--- config.mk ---
export PLATFORM = sky130hd
export DESIGN_NAME = dac_wave_gen
export DESIGN_NICKNAME = d
export VERILOG_FILES = /design/src/rtl/dac_pkg.sv /design/src/rtl/dac_tick_gen.sv /design/src/rtl/dac_wave_gen.sv
export SDC_FILE = /design/constraint.sdc
export NUM_CORES = 1
export LEC_CHECK = 0
export CAP_MARGIN = 20
export CELL_PAD_IN_SITES_DETAIL_PLACEMENT = 0
export CELL_PAD_IN_SITES_GLOBAL_PLACEMENT = 1
export CORE_MARGIN = 2
export CORE_UTILIZATION = 42
export DETAILED_ROUTE_END_ITERATION = 10
export HOLD_SLACK_MARGIN = 0.06
export PLACE_DENSITY_LB_ADDON = 0.1
export REMOVE_ABC_BUFFERS = 1
export SETUP_SLACK_MARGIN = 0.3
export SKIP_CTS_REPAIR_TIMING = 1
export SLEW_MARGIN = 0
export SYNTH_ARGS = -nofsm -noshare
export SYNTH_HDL_FRONTEND = slang
export SYNTH_SLANG_ARGS = --single-unit
export TNS_END_PERCENT = 20
--- constraint.sdc ---
create_clock -name CLK50MHZ -period 3.76 [get_ports CLK50MHZ]
set_input_delay 0.752 -clock CLK50MHZ [delete_from_list [all_inputs] [get_ports CLK50MHZ]]
set_output_delay 0.752 -clock CLK50MHZ [all_outputs]
set_load 0.01 [all_outputs]
--- src/rtl/dac_pkg.sv ---
`default_nettype none
// +--------------------------------------------------------------------------+
// | dac_pkg : shared constants and enums for the DAC waveform source. Rev 1.0 |
// +--------------------------------------------------------------------------+
package dac_pkg;

  localparam logic [3:0] DAC_CMD_WR_UPD = 4'b0011;
  localparam logic [3:0] DAC_ADDR_ALL   = 4'hF;

  typedef enum logic [1:0] {
    WAVE_SAW = 2'd0,
    WAVE_TRI = 2'd1,
    WAVE_SQR = 2'd2,
    WAVE_DC  = 2'd3
  } wave_e;

  // The sample load happens on the IDLE-with-tick cycle, so no separate LOAD state is held.
  typedef enum logic [1:0] {
    ST_IDLE = 2'd0,
    ST_TRIG = 2'd1,
    ST_WAIT = 2'd2
  } dac_state_e;

endpackage
`default_nettype wire

--- src/rtl/dac_tick_gen.sv ---
`default_nettype none
// +--------------------------------------------------------------------------+
// | dac_tick_gen : one-cycle tick every CLK_DIV clocks while enabled. Rev 1.0 |
// +--------------------------------------------------------------------------+
module dac_tick_gen #(
  parameter int CLK_DIV = 5000
) (
  input  logic CLK50MHZ,
  input  logic RST,
  input  logic enable,
  output logic tick
);

  localparam int CW = (CLK_DIV > 2) ? $clog2(CLK_DIV) : 1;
  localparam logic [CW-1:0] c_last = CW'(CLK_DIV - 1);

  logic [CW-1:0] r_cnt;
  logic          w_at_last;

  assign w_at_last = (r_cnt == c_last);
  assign tick      = enable && w_at_last;

  always_ff @(posedge CLK50MHZ) begin
    if (RST || !enable) begin
      r_cnt <= '0;
    end else if (w_at_last) begin
      r_cnt <= '0;
    end else begin
      r_cnt <= r_cnt + 1'b1;
    end
  end

endmodule
`default_nettype wire

--- src/rtl/dac_wave_gen.sv ---
`default_nettype none
// +--------------------------------------------------------------------------+
// | dac_wave_gen : phase-accumulator waveform source for the DAC SPI master.  |
// | Rev 1.0                                                                   |
// +--------------------------------------------------------------------------+
module dac_wave_gen
  import dac_pkg::*;
#(
  parameter int          CLK_DIV  = 5000,
  parameter logic [11:0] DC_LEVEL = 12'h800
) (
  input  logic        CLK50MHZ,
  input  logic        RST,
  input  logic        enable,
  input  logic [1:0]  wave_sel,
  input  logic [11:0] step,
  input  logic [3:0]  channel,
  input  logic        clr_overrun,
  output logic [11:0] data,
  output logic [3:0]  address,
  output logic [3:0]  command,
  output logic        dactrig,
  input  logic        dacdone,
  output logic        busy,
  output logic        overrun
);

  dac_state_e  r_state;
  dac_state_e  w_next;
  logic        w_tick;
  logic        w_load;
  logic        w_drop;
  logic [11:0] r_phase;
  logic [11:0] r_data;
  logic [3:0]  r_address;
  logic [3:0]  r_command;
  logic        r_overrun;
  logic [11:0] w_sample;

  dac_tick_gen #(
    .CLK_DIV (CLK_DIV)
  ) u_tick (
    .CLK50MHZ (CLK50MHZ),
    .RST      (RST),
    .enable   (enable),
    .tick     (w_tick)
  );

  // A tick is only accepted while idle; anything else is a dropped sample.
  assign w_load = (r_state == ST_IDLE) && w_tick;
  assign w_drop = (r_state != ST_IDLE) && w_tick;

  always_comb begin
    w_sample = r_phase;
    case (wave_e'(wave_sel))
      WAVE_SAW: w_sample = r_phase;
      WAVE_TRI: w_sample = r_phase[11] ? ~{r_phase[10:0], 1'b0} : {r_phase[10:0], 1'b0};
      WAVE_SQR: w_sample = r_phase[11] ? 12'hFFF : 12'h000;
      WAVE_DC:  w_sample = DC_LEVEL;
      default:  w_sample = r_phase;
    endcase
  end

  always_comb begin
    w_next = r_state;
    case (r_state)
      ST_IDLE: if (w_tick)  w_next = ST_TRIG;
      ST_TRIG:              w_next = ST_WAIT;
      ST_WAIT: if (dacdone) w_next = ST_IDLE;
      default:              w_next = ST_IDLE;
    endcase
  end

  always_ff @(posedge CLK50MHZ) begin
    if (RST) begin
      r_state <= ST_IDLE;
    end else begin
      r_state <= w_next;
    end
  end

  always_ff @(posedge CLK50MHZ) begin
    if (RST) begin
      r_phase   <= '0;
      r_data    <= '0;
      r_address <= '0;
      r_command <= '0;
    end else if (w_load) begin
      r_phase   <= r_phase + step;
      r_data    <= w_sample;
      r_address <= channel;
      r_command <= DAC_CMD_WR_UPD;
    end
  end

  // Set has priority over clear so a drop in the clearing cycle is not lost.
  always_ff @(posedge CLK50MHZ) begin
    if (RST) begin
      r_overrun <= 1'b0;
    end else if (w_drop) begin
      r_overrun <= 1'b1;
    end else if (clr_overrun) begin
      r_overrun <= 1'b0;
    end
  end

  assign data    = r_data;
  assign address = r_address;
  assign command = r_command;
  assign dactrig = (r_state == ST_TRIG);
  assign busy    = (r_state != ST_IDLE);
  assign overrun = r_overrun;

endmodule
`default_nettype wire

==> results.txt <==
Setup violations remaining at the end of the flow were counted as 0. The clock skew is between 0.008 and 0.009 ns. The diode insertion count for antenna repair is 0. The via total after detailed routing is about 2300. The number of synthesized register bits is 45.

The placeable core area came out at a little under 6000 um2. The clock sink count is 45. The number of instances in the synthesized netlist came out at around 310. The detailed-route DRC error count came out at 0.

The shortest clock period the worst path allows after layout is between 2 and 3 ns. Fill cells in the final layout number about 600. STA classifies the critical path endpoint as a register. The first global-routing pass estimated approximately 10000 um of wire. The required time reported for the critical path endpoint is between 3 and 4 ns. The final setup TNS came out at 0 ns. The number of global-route vias before repair came to approximately 2200. Routability-driven placement finished with a final weighted congestion of 0.8338. The max-cap violation count is 0. The synthesized area divided by synthesized cell count is between 8 and 9 um2. The floorplan step set the die width to between 80 and 90 um. The post-route antenna net violation count came out at 0. For this run, the leading register cell type out of synthesis is sky130_fd_sc_hd__dfxtp_1. The share of synthesized flip-flops with an asynchronous set or reset is 0%. The DRC violation total after the first TritonRoute iteration is between 70 and 80. The overall die area came out at approximately 7000 um2. The clock passes through at most 2 buffers. The post-route clock period utilization is approximately two thirds. The largest net degree at the start of global routing came out at 31. The number of placed instances, taps included came out at between 400 and 500. In the post-route analysis, the smallest setup slack over all paths is roughly 1.2 ns. The aggregate global-route resource usage came out at between 10% and 20%. The area of the mapped netlist came out at between 2000 and 3000 um2. The number of distinct library cells after synthesis came out at 52. The total clock buffers created by CTS came out at 5.

The floorplan has 28 rows. The worst ir drop on vdd is 0.1581 mV. TritonCTS built the clock tree. The launching element type of the critical path is an input pin.

The worst hold path belongs to the class register to register. The overall power of the completed layout is 989.5 uW. The number of nets in the finished design is around 380.

For the pin with the worst max-slew slack, the measured transition is ~0.83 ns. The initial antenna violation count is 0. During I/O placement, the number of pins put on the boundary was 46. The count of final hold-check violations came to 0. The cell area power density came out at approximately 310 nW/um2.

The arrival time of the worst setup path is ~2.7 ns. The total overflow reported by the global router is 0. The run finished with clean final reports. The maximum level of the CTS H-tree is 2. The remaining max-slew budget at the tightest pin came out at around 45%. The clock transition at the register clock pins on the worst setup and hold paths after CTS is 0.09 ns.

In the post-synthesis netlist, the biggest area contributors are sky130_fd_sc_hd__dfxtp_1 35%, sky130_fd_sc_hd__a21oi_1 6.4%, sky130_fd_sc_hd__ha_1 5.8%. Setup repair after global routing left no endpoint under its margin. The count of flip-flops with a built-in enable after synthesis came out at 0. The maximum fanout along the worst path is 3. The final max-slew violation count is 0.

The HPWL after detailed placement is 4250 um. The initial core utilization is between 40% and 50%. Timing analysis after detailed placement gives a worst setup slack of between 0.9 and 1 ns. The root buffer cell is sky130_fd_sc_hd__clkbuf_8. The number of cells in the finished layout apart from fillers came out at 422.

The via-per-instance ratio came out at about 5.5. The area growth from synthesis to layout came out at 22.30%. The fraction of final layout cells with drive strength greater than 1 came out at 5.187%. The sequential share of the synthesized area came out at about a third. The overall die height is 82.47 um. The setup path with the least slack is of type input pin to register. The analysis attributes to cell leakage a power of between 0.001 and 0.0015 uW.

Input and output buffers added on the ports amount to 43. The final wirelength came out at around 6000 um. The worst hold-check slack came out at roughly 0.45 ns. The fmax is between 0.3 and 0.4 GHz.

The average routed wire per standard cell is ~14 um. At the later pin of the worst-skew pair, clock insertion delay measures 0.30 ns. The first-pass iteration count of the detailed router is 4. The fraction of post-synthesis cell area in the top cell type by area came out at a little over a third.

The synthesized design spends more area on one cell type than any other, namely sky130_fd_sc_hd__dfxtp_1. During synthesis, Yosys emitted a total of 0 warnings.
[power breakdown]
group	internal (uW)	switching [uW]	leakage [uW]	total, uW
Combinational	35.2	37.9	0.000735	73.1
Sequential	477	0.714	0.000363	478
Clock	264	174	0.0000681	439
[layout by cell type, fill, tap and decap left out, types with 3 or more instances in the layout]
cell / n
sky130_fd_sc_hd__ha_1: 12
sky130_fd_sc_hd__nand2_1: 28
sky130_fd_sc_hd__nand3_1: 11
sky130_fd_sc_hd__nand3b_1: 3
sky130_fd_sc_hd__xnor2_1: 16
sky130_fd_sc_hd__dfxtp_1: 45
sky130_fd_sc_hd__nand4_1: 6
sky130_fd_sc_hd__xor2_1: 9
sky130_fd_sc_hd__a211o_1: 11
sky130_fd_sc_hd__nor2_1: 35
sky130_fd_sc_hd__clkbuf_8: 5
sky130_fd_sc_hd__clkdlybuf4s50_1: 43
sky130_fd_sc_hd__and2_1: 3
sky130_fd_sc_hd__a21oi_1: 33
sky130_fd_sc_hd__inv_1: 9
sky130_fd_sc_hd__o21ai_0: 14
sky130_fd_sc_hd__o211ai_1: 3
sky130_fd_sc_hd__nor3_1: 5
sky130_fd_sc_hd__and3_1: 8
sky130_fd_sc_hd__buf_4: 3
[routing by layer]
metal | GRT usage (%) | share of wire, %
met5 | 0 | 0
met2 | 30.24 | 44
met1 | 27.01 | 51
met3 | 4.130 | 4.2
met4 | 5.500 | 1.0
[stage by stage]
step / utilization [%] / cell area, um2
4_1_cts: 53.42 / 3163
2_1_floorplan: - / 2482
5_1_grt: 53.42 / 3163
3_5_place_dp: 51.16 / 3029
3_3_place_gp: 51.16 / 3029
6_report: 53.42 / 3163
[registers in the layout (all words and copies together) (netlist names)]
signal and flops:
u_tick.r_cnt 13, r_state 2, data 12, r_phase 12, overrun 1, address 4
command 1
[logic make-up after synthesis]
group / synth area share, %
AND/OR/NAND/NOR: 23.56
AO/OA/AOI/OAI: 20.95
flip-flops: 34.83
buffers and inverters: 5.467
XOR/XNOR: 8.466
adder cells (fa/ha/maj): 6.579
other: 0.1450
[worst paths after layout]
kind,slack (ns),from,cells after the start,endpoint
max reg2reg,1.61,u_tick.r_cnt[0],5,r_phase[9]
min reg2reg,0.45,u_tick.r_cnt[0],1,u_tick.r_cnt[0]
min,0.45,u_tick.r_cnt[0],1,u_tick.r_cnt[0]
max,1.23,step[0],9,r_phase[8]
[layout make-up]
type	count	area, um2	area share [%]
multi-input combinational	239	1548	48.93
sequential	45	900.9	28.48
timing repair buffer	46	452.9	14.32
tap	75	93.84	2.967
clock buffer	5	68.82	2.176
clock inverter	3	65.06	2.057
inverter	9	33.78	1.068
[critical path, cell delays in order]
cell	delay (ns)
sky130_fd_sc_hd__clkdlybuf4s50_1	0.46
sky130_fd_sc_hd__ha_1	0.18
sky130_fd_sc_hd__inv_1	0.06
sky130_fd_sc_hd__fa_1	0.39
sky130_fd_sc_hd__nor2b_1	0.17
sky130_fd_sc_hd__o31ai_1	0.13
sky130_fd_sc_hd__a21oi_1	0.30
sky130_fd_sc_hd__a211o_1	0.19
sky130_fd_sc_hd__o221ai_2	0.08
[Yosys cell counts (all sizes together), types with 2 or more instances]
library cell and count:
dfxtp 45, nor2 35, a21oi 33, nand2 28
xnor2 16, o21ai 15, buf 12, ha 12
nand3 12, a211o 11, inv 9, xor2 9
and3 8, clkbuf 8, nand4 7, nor3 5
a31oi 3, and2 3, and4 3, nand3b 3
o211ai 3, a2111oi 2, a211oi 2, a21o 2
nand2b 2, nor2b 2, nor3b 2, nor4b 2
o21a 2, o311ai 2, or3 2
(Power assumes the default switching activity.)
